**config.mk**
```make
export PLATFORM = sky130hd
export DESIGN_NAME = uncache_store_buffer
export DESIGN_NICKNAME = d
export VERILOG_FILES = /design/src/rtl/uncache_store_buffer.sv
export SDC_FILE = /design/constraint.sdc
export NUM_CORES = 1
export LEC_CHECK = 0
export BUFFER_PORTS_ARGS = -buffer_cell sky130_fd_sc_hd__buf_2
export CAP_MARGIN = 40
export CORE_UTILIZATION = 29
export DETAILED_ROUTE_END_ITERATION = 8
export SYNTH_ARGS = -nofsm -noshare
export SYNTH_HDL_FRONTEND = slang
export SYNTH_SLANG_ARGS = --single-unit
```
**constraint.sdc**
```tcl
create_clock -name clk -period 2.6 [get_ports clk]
set_input_delay 0.26 -clock clk [delete_from_list [all_inputs] [get_ports clk]]
set_output_delay 0.26 -clock clk [all_outputs]
set_load 0.02 [all_outputs]
```
**src/rtl/uncache_store_buffer.sv**
```systemverilog
// Posted-write buffer for uncached CPU accesses in front of the AXI uncache port.
// Stores queue in a FIFO; loads wait for every older store and stall the CPU.
module uncache_store_buffer #(
    parameter int DEPTH = 4,
    parameter int PTR_W = 2
) (
    input  logic        clk,
    input  logic        rstn,
    input  logic        cpu_req,
    input  logic [3:0]  cpu_wen,
    input  logic [31:0] cpu_addr,
    input  logic [31:0] cpu_wdata,
    output logic        cpu_stall,
    output logic [31:0] cpu_rdata,
    output logic        cpu_rvalid,
    output logic        buf_empty,
    output logic        uncache_en,
    output logic [3:0]  uncache_wen,
    output logic [31:0] uncache_addr,
    output logic [31:0] uncache_wdata,
    input  logic [31:0] uncache_rdata,
    input  logic        uncache_refresh
);

    typedef enum logic [1:0] {
        IDLE,
        WR_BUSY,
        RD_BUSY,
        RD_DONE
    } state_e;

    state_e state_q, state_d;

    logic [3:0]  fwen_q  [DEPTH];
    logic [31:0] faddr_q [DEPTH];
    logic [31:0] fdata_q [DEPTH];

    logic [PTR_W-1:0] wptr_q, rptr_q;
    logic [PTR_W:0]   cnt_q;

    logic        en_q, en_d;
    logic [3:0]  wen_q, wen_d;
    logic [31:0] addr_q, addr_d;
    logic [31:0] wdata_q, wdata_d;
    logic [31:0] rdata_q, rdata_d;
    logic        rvalid_q, rvalid_d;

    logic full, is_store, is_load, push, pop;

    assign full     = (cnt_q == (PTR_W+1)'(DEPTH));
    assign is_store = cpu_req & (|cpu_wen);
    assign is_load  = cpu_req & ~(|cpu_wen);
    // A full FIFO refuses the store even if a pop lands this cycle.
    assign push     = is_store & ~full;

    assign cpu_stall = (is_store & full) | (is_load & ~rvalid_q);
    assign buf_empty = (cnt_q == '0) & (state_q == IDLE);

    assign cpu_rdata     = rdata_q;
    assign cpu_rvalid    = rvalid_q;
    assign uncache_en    = en_q;
    assign uncache_wen   = wen_q;
    assign uncache_addr  = addr_q;
    assign uncache_wdata = wdata_q;

    always_comb begin
        state_d  = state_q;
        en_d     = en_q;
        wen_d    = wen_q;
        addr_d   = addr_q;
        wdata_d  = wdata_q;
        rdata_d  = rdata_q;
        rvalid_d = rvalid_q;
        pop      = 1'b0;
        unique case (state_q)
            IDLE: begin
                if (cnt_q != '0) begin
                    en_d    = 1'b1;
                    wen_d   = fwen_q[rptr_q];
                    addr_d  = faddr_q[rptr_q];
                    wdata_d = fdata_q[rptr_q];
                    state_d = WR_BUSY;
                end else if (is_load) begin
                    en_d    = 1'b1;
                    wen_d   = 4'b0000;
                    addr_d  = cpu_addr;
                    wdata_d = 32'h0;
                    state_d = RD_BUSY;
                end
            end
            WR_BUSY: begin
                if (uncache_refresh) begin
                    pop     = 1'b1;
                    en_d    = 1'b0;
                    state_d = IDLE;
                end
            end
            RD_BUSY: begin
                if (uncache_refresh) begin
                    rdata_d  = uncache_rdata;
                    rvalid_d = 1'b1;
                    en_d     = 1'b0;
                    state_d  = RD_DONE;
                end
            end
            RD_DONE: begin
                rvalid_d = 1'b0;
                state_d  = IDLE;
            end
            default: state_d = IDLE;
        endcase
    end

    always_ff @(posedge clk or negedge rstn) begin
        if (!rstn) begin
            state_q  <= IDLE;
            wptr_q   <= '0;
            rptr_q   <= '0;
            cnt_q    <= '0;
            en_q     <= 1'b0;
            wen_q    <= 4'b0000;
            addr_q   <= 32'h0;
            wdata_q  <= 32'h0;
            rdata_q  <= 32'h0;
            rvalid_q <= 1'b0;
            for (int i = 0; i < DEPTH; i++) begin
                fwen_q[i]  <= 4'b0000;
                faddr_q[i] <= 32'h0;
                fdata_q[i] <= 32'h0;
            end
        end else begin
            state_q  <= state_d;
            en_q     <= en_d;
            wen_q    <= wen_d;
            addr_q   <= addr_d;
            wdata_q  <= wdata_d;
            rdata_q  <= rdata_d;
            rvalid_q <= rvalid_d;
            cnt_q    <= cnt_q + (PTR_W+1)'(push) - (PTR_W+1)'(pop);
            wptr_q   <= wptr_q + PTR_W'(push);
            rptr_q   <= rptr_q + PTR_W'(pop);
            if (push) begin
                fwen_q[wptr_q]  <= cpu_wen;
                faddr_q[wptr_q] <= cpu_addr;
                fdata_q[wptr_q] <= cpu_wdata;
            end
        end
    end

endmodule
```
# Yosys cells after proc, flatten, opt, wreduce, memory -nomap -nowiden
# Index checks and enable logic that the tools add are counted.
# Widths: inputs -> output; s select.
[op_classes]
n_addsub = 4
multipliers = 0
n_div = 0
magnitude_cmp = 3
n_eq_ne = 8
shift = 0
muxes = 35
n_bitwise = 12
n_reduce_logical = 14
[ops]
columns = ["operator", "count"]
rows = [
  ["$mux 32", 9],
  ["$bwmux 128", 2],
  ["$bmux 32 s2", 2],
  ["$demux 32 s2", 1],
  ["$mux 4", 5],
  ["$bwmux 16", 1],
  ["$bmux 4 s2", 1],
  ["$demux 4 s2", 1],
  ["$mux 2", 4],
  ["$pmux 2 s4", 1],
  ["$and 1x1->1", 6],
  ["$ge 3x3->1 const B", 2],
  ["$mux 1", 6],
  ["$not 2->3", 2],
  ["$reduce_and 2->1", 3],
  ["$reduce_and 3->1", 2],
  ["$reduce_bool 2->1", 3],
  ["$add 2x1->2", 2],
  ["$eq 2x2->1 const B", 2],
  ["$ne 2x2->1 const B", 2],
  ["$pmux 1 s2", 2],
  ["$reduce_or 4->1", 1],
  ["$add 3x1->3", 1],
  ["$eq 3x3->1 const B", 1],
  ["12 further kinds", 14],
]
[totals]
ff_bits = 383
latch_bits = 0
ram_bits = 0
romBits = 0
input_bits = 104
out_inout_bits = 104
word_cells = 98
n_memories = 0

# Depth between registers and ports, before layout
# Gate-level depths: netlist of run 1.
[depth]
word_depth = 6
mapped_depth = 10
depth_no_buf = 10

# Worst setup path before layout of run 1
# OpenSTA, ideal clock, no wires.
[synth_path]
path_type = "register to register"
start = "reg cnt_q[1]"
end = "reg cnt_q[2]"
arrival_time_ps = 2144
required_time_ps = 2477
slack_ps = 333
path_stages_with_launch = 10
n_path_buf = 0
period_less_slack_ps = 2267
path_cell_list = "dfrtp_1 -> or3b_2 -> nand3_4 -> ha_1 -> inv_1 -> ha_1 -> inv_1 -> fa_1 -> xnor2_1 -> xnor2_1"
[synth_between]
elab_chain_len = 5
[synth_lines]
columns = ["element", "line_no", "text"]
rows = [
  ["start: declaration", "39", "logic [PTR_W:0] cnt_q;"],
  ["start signal: assignment", "139", "cnt_q <= cnt_q + (PTR_W+1)'(push) - (PTR_W+1)'(pop);"],
  ["$eq 3x3->1", "50", "assign full = (cnt_q == (PTR_W+1)'(DEPTH));"],
  ["$not 1->1", "54", "assign push = is_store & ~full;"],
  ["$and 1x1->1", "54", ""],
  ["$add 3x1->3 *", "139", ""],
  ["$sub 3x1->3 *", "139", ""],
]
# Mark *: on every way between the ends. The rest lies on a longest branch, timed or not.
# A chain may end at the register's enable or synchronous reset.

# Final worst setup path of run 1
[layout_path]
start = "reg state_q[0]"
end = "out buf_empty"
[layout_between]
elab_chain_len = 2
[layout_lines]
columns = ["element", "line_no", "text"]
rows = [
  ["start: declaration", "32", "state_e state_q, state_d;"],
  ["start signal: assignment", "132", "state_q <= state_d;"],
  ["$logic_not 2->1", "57", "assign buf_empty = (cnt_q == '0) & (state_q == IDLE);"],
  ["$and 1x1->1", "57", ""],
  ["end: declaration", "16", "output logic buf_empty,"],
]
# No other way between the ends.

==> impl_metrics.ini, run 1 <==
[routing]
ant_nets = 0
vias = 10300
routed_wl_um = 41700
wire_per_inst_um = 19.3
drc = 0
viasPerCell = 4.75
drt-initial-drc-count = 386
first_pass_iters = 4

[floorplan]
core_area_um2 = 55500
ios = 208
fp-row-count = 86
dieArea_um2 = 57700
start_util_pct = 29.6
die_w_um = 240
die_h_um = 240

[setup_path]
start_kind = flip-flop
slowest_stage = dfrtp_1
r2r_slack_ps = 300
cpPeakStageDelay_ps = 420
r2r_start = cnt_q[2]$_DFF_PN0_
critPathBufInv = 4
crit_family = buffers and inverters
crit_type = flip-flop to primary output
required_ps = 2340
cp-end-kind = primary output
crit_path_cell_trace = inv_1 > ha_2 > buf_4 > nand2_1 > inv_1 > buf_2
rr_worst_depth = 5
r2r-end = faddr_q[11]$_DFFE_PN0P_
arrival_ps = 2120
worstPathMaxFanout = 19
critPathMostFrequentCell = inv_1

[clock_tree]
clock-sinks = 383
h-tree-depth = 2
cts-buffers-inserted = 44
clock_latency_ps = 570
cts_tree = built
clockRootBuffer = clkbuf_16
cts_setup_buffers = 0
clk_pin_slew_ps = 60
clockBufferDepth = 3

[yosys]
ys.warnings.count = 0
synth_top_area_share_pct = 58.3
async_reset_ff_share_pct = 100
syn_area_um2 = 16500
seq_area_frac_synth_pct = 58.3
syn_inst = 1058
syn-num-nets = 1172
yosys.cell_types.count = 37
yosysTopAreaCell = dfrtp_1
synth_edf_count = 0
avgSynthCellArea_um2 = 15.6
ys_ff_latch = 383
ys.flop_type = dfrtp_1
yosys-top-cells-area = dfrtp_1, mux2_2, mux4_2

[finish]
finalNetCount = 1493
finalInstanceArea_um2 = 21100
nFillCells = 5268
seq_area_um2 = 9590
multi_input_area_um2 = 6460
layout_commonest_cell = dfrtp_1
final_cell_mix = dfrtp_1, mux2_2, buf_2
drive_gt1_share_pct = 47.0
area_delta_synth_final_pct = 28.3

[timing]
setup_tns_ps = 0
hold_viol = 0
clock_skew_ps = 14.1
clock.fmax_ghz = 0.420
relSlewSlack_pct = 42.7
rsz0062_at_grt = no
min_period_ps = 2380
slew_viol_final = 0
layout_setup_ws_ps = 216
post-route-period-util_pct = 91.7
setup_viol = 0
worst_pin_slew_ps = 859

[power_and_ir_drop]
p_per_area_nw_per_um2 = 1350
intPower_mw = 18.9
pwr-share-comb_pct = 40.3
p_leak_nw = 9.37
p_sw_share_pct = 33.8
switchingPower_mw = 9.64
ir_worst_vdd_mv = 0.718
p_seq_share_pct = 37.8
clockPowerShare_pct = 21.9

[grt]
grt_overflow = 0
grt.total_usage_pct = 14.9
grt_pass1_wl_um = 65800
grt_antenna_before_repair = 2
grt_max_degree = 96
grt_pass1_vias = 11100

[place]
place_ws_ps = 239
dpl.hpwl_um = 25500
placed_area_um2 = 18700
gp_congestion = 0.736
portBuffers = 207

[worst_hold_path]
hold_end = fwen_q[12]$_DFFE_PN0P_
hold_path_class = primary input to flip-flop
hold_start = cpu_wen[0]
whs_path_depth = 2

[job]
drv_cap = 0

[status]
status = finished, final reports clean
Yosys cell counts (2+ instances only):
master    instances
nor2_1            3
a21oi_1           2
inv_1             8
o21ai_0          36
buf_2            18
a221o_1          32
and3_1           34
mux2_2          241
clkbuf_1         33
dfrtp_1         383
nand2_1          79
mux4_2           68
ha_1              9
or3_1             2
mux2_1           44
nor3b_2           2
buf_4             5
xor2_1            2
o22ai_1           3
and2_1            3
buf_12            2
buf_1             5
mux2i_1           2
xnor2_1           2
buf_6             9
mux2_4           20
per-layer routing:
layer / track usage (%) / wire [um] / vias to the layer above
met5: 0 / 13 / -
met4: 4.28 / 809 / 2
met3: 3.30 / 1970 / 56
met2: 23.7 / 19800 / 193
met1: 20.3 / 19200 / 5457
li1: - / - / 4552
sequential cells by signal, summed over array words and instances (netlist names):
name,count
cnt_q,3
state_q,2
fdata_q,128
wptr_q,2
cpu_rvalid,1
faddr_q,128
fwen_q,16
uncache_wdata,32
cpu_rdata,32
uncache_en,1
rptr_q,2
uncache_addr,32
uncache_wen,4
per-stage QoR:
stage | hold WS [ps] | utilization (%) | total power [mW] | cells
after global routing | 22.9 | 38.0 | 30.4 | 2162
after CTS | 2.36 | 38.0 | 29.0 | 2161
after detailed placement | 395 | 33.6 | 22.4 | 1981
after floorplan | -35.6 | - | 18.6 | 1058
after global placement | 389 | 33.5 | 22.0 | 1980
final | 51.8 | 38.0 | 28.5 | 2162
worst max path at each step:
stage / startpoint / cells past startpoint / slack [ps] / end
after floorplan: cnt_q[1]$_DFF_PN0_ / 9 / 330 / cnt_q[2]$_DFF_PN0_
final: state_q[0]$_DFFE_PN0P_ / 6 / 220 / buf_empty
after detailed placement: cnt_q[2]$_DFF_PN0_ / 5 / 240 / faddr_q[20]$_DFFE_PN0P_
after global routing: state_q[1]$_DFFE_PN0P_ / 6 / 100 / buf_empty
after CTS: state_q[0]$_DFFE_PN0P_ / 6 / 140 / buf_empty
after global placement: cpu_wen[1] / 10 / 210 / cnt_q[2]$_DFF_PN0_
worst reg2reg max path: stages (launching register included):
cell	delay (ps)
dfrtp_1	410
or3b_2	250
nand3_4	100
nor2_4	640
buf_12	370
mux2_2	420
final cells by class:
cell class              instances  share of cell area [%]
repair buffers                348                    12.5
flip-flops and latches        383                    45.4
inverters                       8                   0.142
clock buffers                  60                    5.98
multi-input cells             594                    30.6
clock inverters                20                   0.919
well taps                     748                    4.43
diodes                          1                  0.0119
power by group through the flow:
stage | sequential [mW] | combinational [mW] | clock [mW]
after floorplan | 11.2 | 7.43 | 0
after global placement | 10.7 | 11.3 | 0
after detailed placement | 10.9 | 11.6 | 0
after CTS | 10.8 | 11.7 | 6.48
after global routing | 11.2 | 12.5 | 6.72
final | 10.8 | 11.5 | 6.25
logic make-up (layout without fill, tap and decap cells):
| kind of cell | count (synthesis) | count (layout) | synth area share [%] |
|---|---|---|---|
| flip-flops | 383 | 383 | 58.3 |
| multiplexers | 375 | 375 | 30.8 |
| AND/OR/NAND/NOR | 129 | 129 | 3.84 |
| buffers and inverters | 81 | 436 | 2.78 |
| AO/OA/AOI/OAI | 76 | 76 | 3.35 |
| adder cells (fa/ha/maj) | 10 | 10 | 0.806 |
| XOR/XNOR | 4 | 4 | 0.213 |
| other | 0 | 1 | 0 |
repair_timing:
action | 4_1_cts | 5_1_grt
gates resized for setup | 0 | 0
hold endpoints to repair | 377 | 0
hold buffers | 100 | 0
(Power assumes the default switching activity.)
==> inputs of run 2 (changes only) <==
MAX_ROUTING_LAYER = met4   (was not set)
==> run 2 against run 1 <==
First-iteration DRC count rose by 7.8%. Critical path depth did not move. Critical endpoint unchanged. Clock skew barely moved. Cell area barely moved. Routed wire length fell by 0.28%. Critical path type unchanged. Highest routed layer is now met4.
==> impl_metrics.ini, run 2 (synthesis gave the netlist of run 1 again) <==
[grt]
grt_pass1_vias = 11100
grt_max_degree = 96
grt.total_usage_pct = 15.4
grt_overflow = 0
grt_antenna_before_repair = 2
grt_pass1_wl_um = 65800

[timing]
clock.fmax_ghz = 0.422
relSlewSlack_pct = 43.8
min_period_ps = 2370
clock_skew_ps = 14.2
rsz0062_at_grt = no
setup_viol = 0
slew_viol_final = 0
worst_pin_slew_ps = 844
post-route-period-util_pct = 91.1
setup_tns_ps = 0
hold_viol = 0

[floorplan]
ios = 208
die_w_um = 240
die_h_um = 240
dieArea_um2 = 57700
start_util_pct = 29.6
fp-row-count = 86
core_area_um2 = 55500

[power_and_ir_drop]
pwr-share-comb_pct = 40.3
p_leak_nw = 9.37
switchingPower_mw = 9.62
p_sw_share_pct = 33.8
clockPowerShare_pct = 21.9
p_seq_share_pct = 37.8
p_per_area_nw_per_um2 = 1350
intPower_mw = 18.9
ir_worst_vdd_mv = 0.720

[setup_path]
required_ps = 2340
r2r_start = cnt_q[2]$_DFF_PN0_
worstPathMaxFanout = 19
arrival_ps = 2110
start_kind = flip-flop
worstSetupStartpoint = state_q[0]$_DFFE_PN0P_
crit_type = flip-flop to primary output
cp-end-kind = primary output

[finish]
layout_commonest_cell = dfrtp_1
area_delta_synth_final_pct = 28.3
reg.largest.list = faddr_q x128, fdata_q x128
drive_gt1_share_pct = 47.0
final_cell_mix = dfrtp_1, mux2_2, buf_2
finalNetCount = 1493
finalInstanceArea_um2 = 21100

[clock_tree]
cts_tree = built
cts_setup_buffers = 0
clockRootBuffer = clkbuf_16
holdBufCountCts = 100
cts-buffers-inserted = 44
cts_resized = 0
clock_latency_ps = 560
clk_pin_slew_ps = 60
clockBufferDepth = 3
h-tree-depth = 2
clock-sinks = 383

[status]
status = finished, final reports clean

[worst_hold_path]
hold_start = cpu_wen[0]
hold_path_class = primary input to flip-flop

[routing]
drt-initial-drc-count = 416
first_pass_iters = 4
routed_wl_um = 41600
wl_met2_um = 19600
highest_layer = met4
viasPerCell = 4.73
drc = 0
drt-met1-wl_um = 19000
dr_wl_met3_um = 2160
ant_nets = 0
wire_per_inst_um = 19.2
vias = 10200

[place]
dpl.hpwl_um = 25500
portBuffers = 207
gp_congestion = 0.745
placed_area_um2 = 18700

[job]
drv_cap = 0
[run 2: cell types whose count changed in the layout (fill, tap and decap cells not counted), sizes merged]
| cell | before | now |
|---|---|---|
| diode | 1 | 2 |
[run 2: stage by stage]
stage	std cells	setup WS, ps	hold slack (ps)	utilization (%)	total power, mW
after floorplan	1058	333	-35.6	-	18.6
after global routing	2163	99.5	22.9	38.0	30.4
after global placement	1980	212	389	33.5	22.0
after detailed placement	1981	239	395	33.6	22.4
after CTS	2161	140	2.36	38.0	29.0
final	2163	231	51.1	38.0	28.5
[run 2: path summary, 6_finish.rpt]
path / end / slack, ps / cells after the start
worst max-delay path: buf_empty / 230 / 6
worst min-delay path: fwen_q[12]$_DFFE_PN0P_ / 50 / 2
worst max register to register: faddr_q[11]$_DFFE_PN0P_ / 320 / 5
worst min register to register: faddr_q[49]$_DFFE_PN0P_ / 480 / 1
max in group asynchronous: uncache_wen[1]$_DFFE_PN0P_ / 1430 / 3
min in group asynchronous: faddr_q[125]$_DFFE_PN0P_ / 360 / 2
[run 2: critical path, cell delays in order, from the launching register on]
cell and delay (ps):
dfrtp_1 410, inv_1 120, ha_2 220, buf_4 290, nand2_1 170, inv_1 150
buf_2 180
[run 2: final cells by class]
| type | instances | area, um^2 |
|---|---|---|
| Antenna cell | 2 | 5.00 |
| Clock buffer | 60 | 1260 |
| Clock inverter | 20 | 194 |
| Fill cell | 5268 | 34400 |
| Inverter | 8 | 30.0 |
| Multi-Input combinational cell | 594 | 6460 |
| Sequential cell | 383 | 9590 |
| Tap cell | 748 | 936 |
| Timing Repair Buffer | 348 | 2640 |
[run 2: layer usage]
layer | track usage, % | up-vias
li1 | - | 4559
met1 | 20.5 | 5385
met2 | 23.7 | 223
met3 | 3.13 | 60
met4 | 4.28 | 0
met5 | - | -
[run 2: power groups by stage]
stage          clock, mW  sequential (mW)  combinational, mW
6_report            6.24             10.8               11.5
2_1_floorplan          0             11.2               7.43
4_1_cts             6.48             10.8               11.7
5_1_grt             6.72             11.2               12.5
3_5_place_dp           0             10.9               11.6
3_3_place_gp           0             10.7               11.3
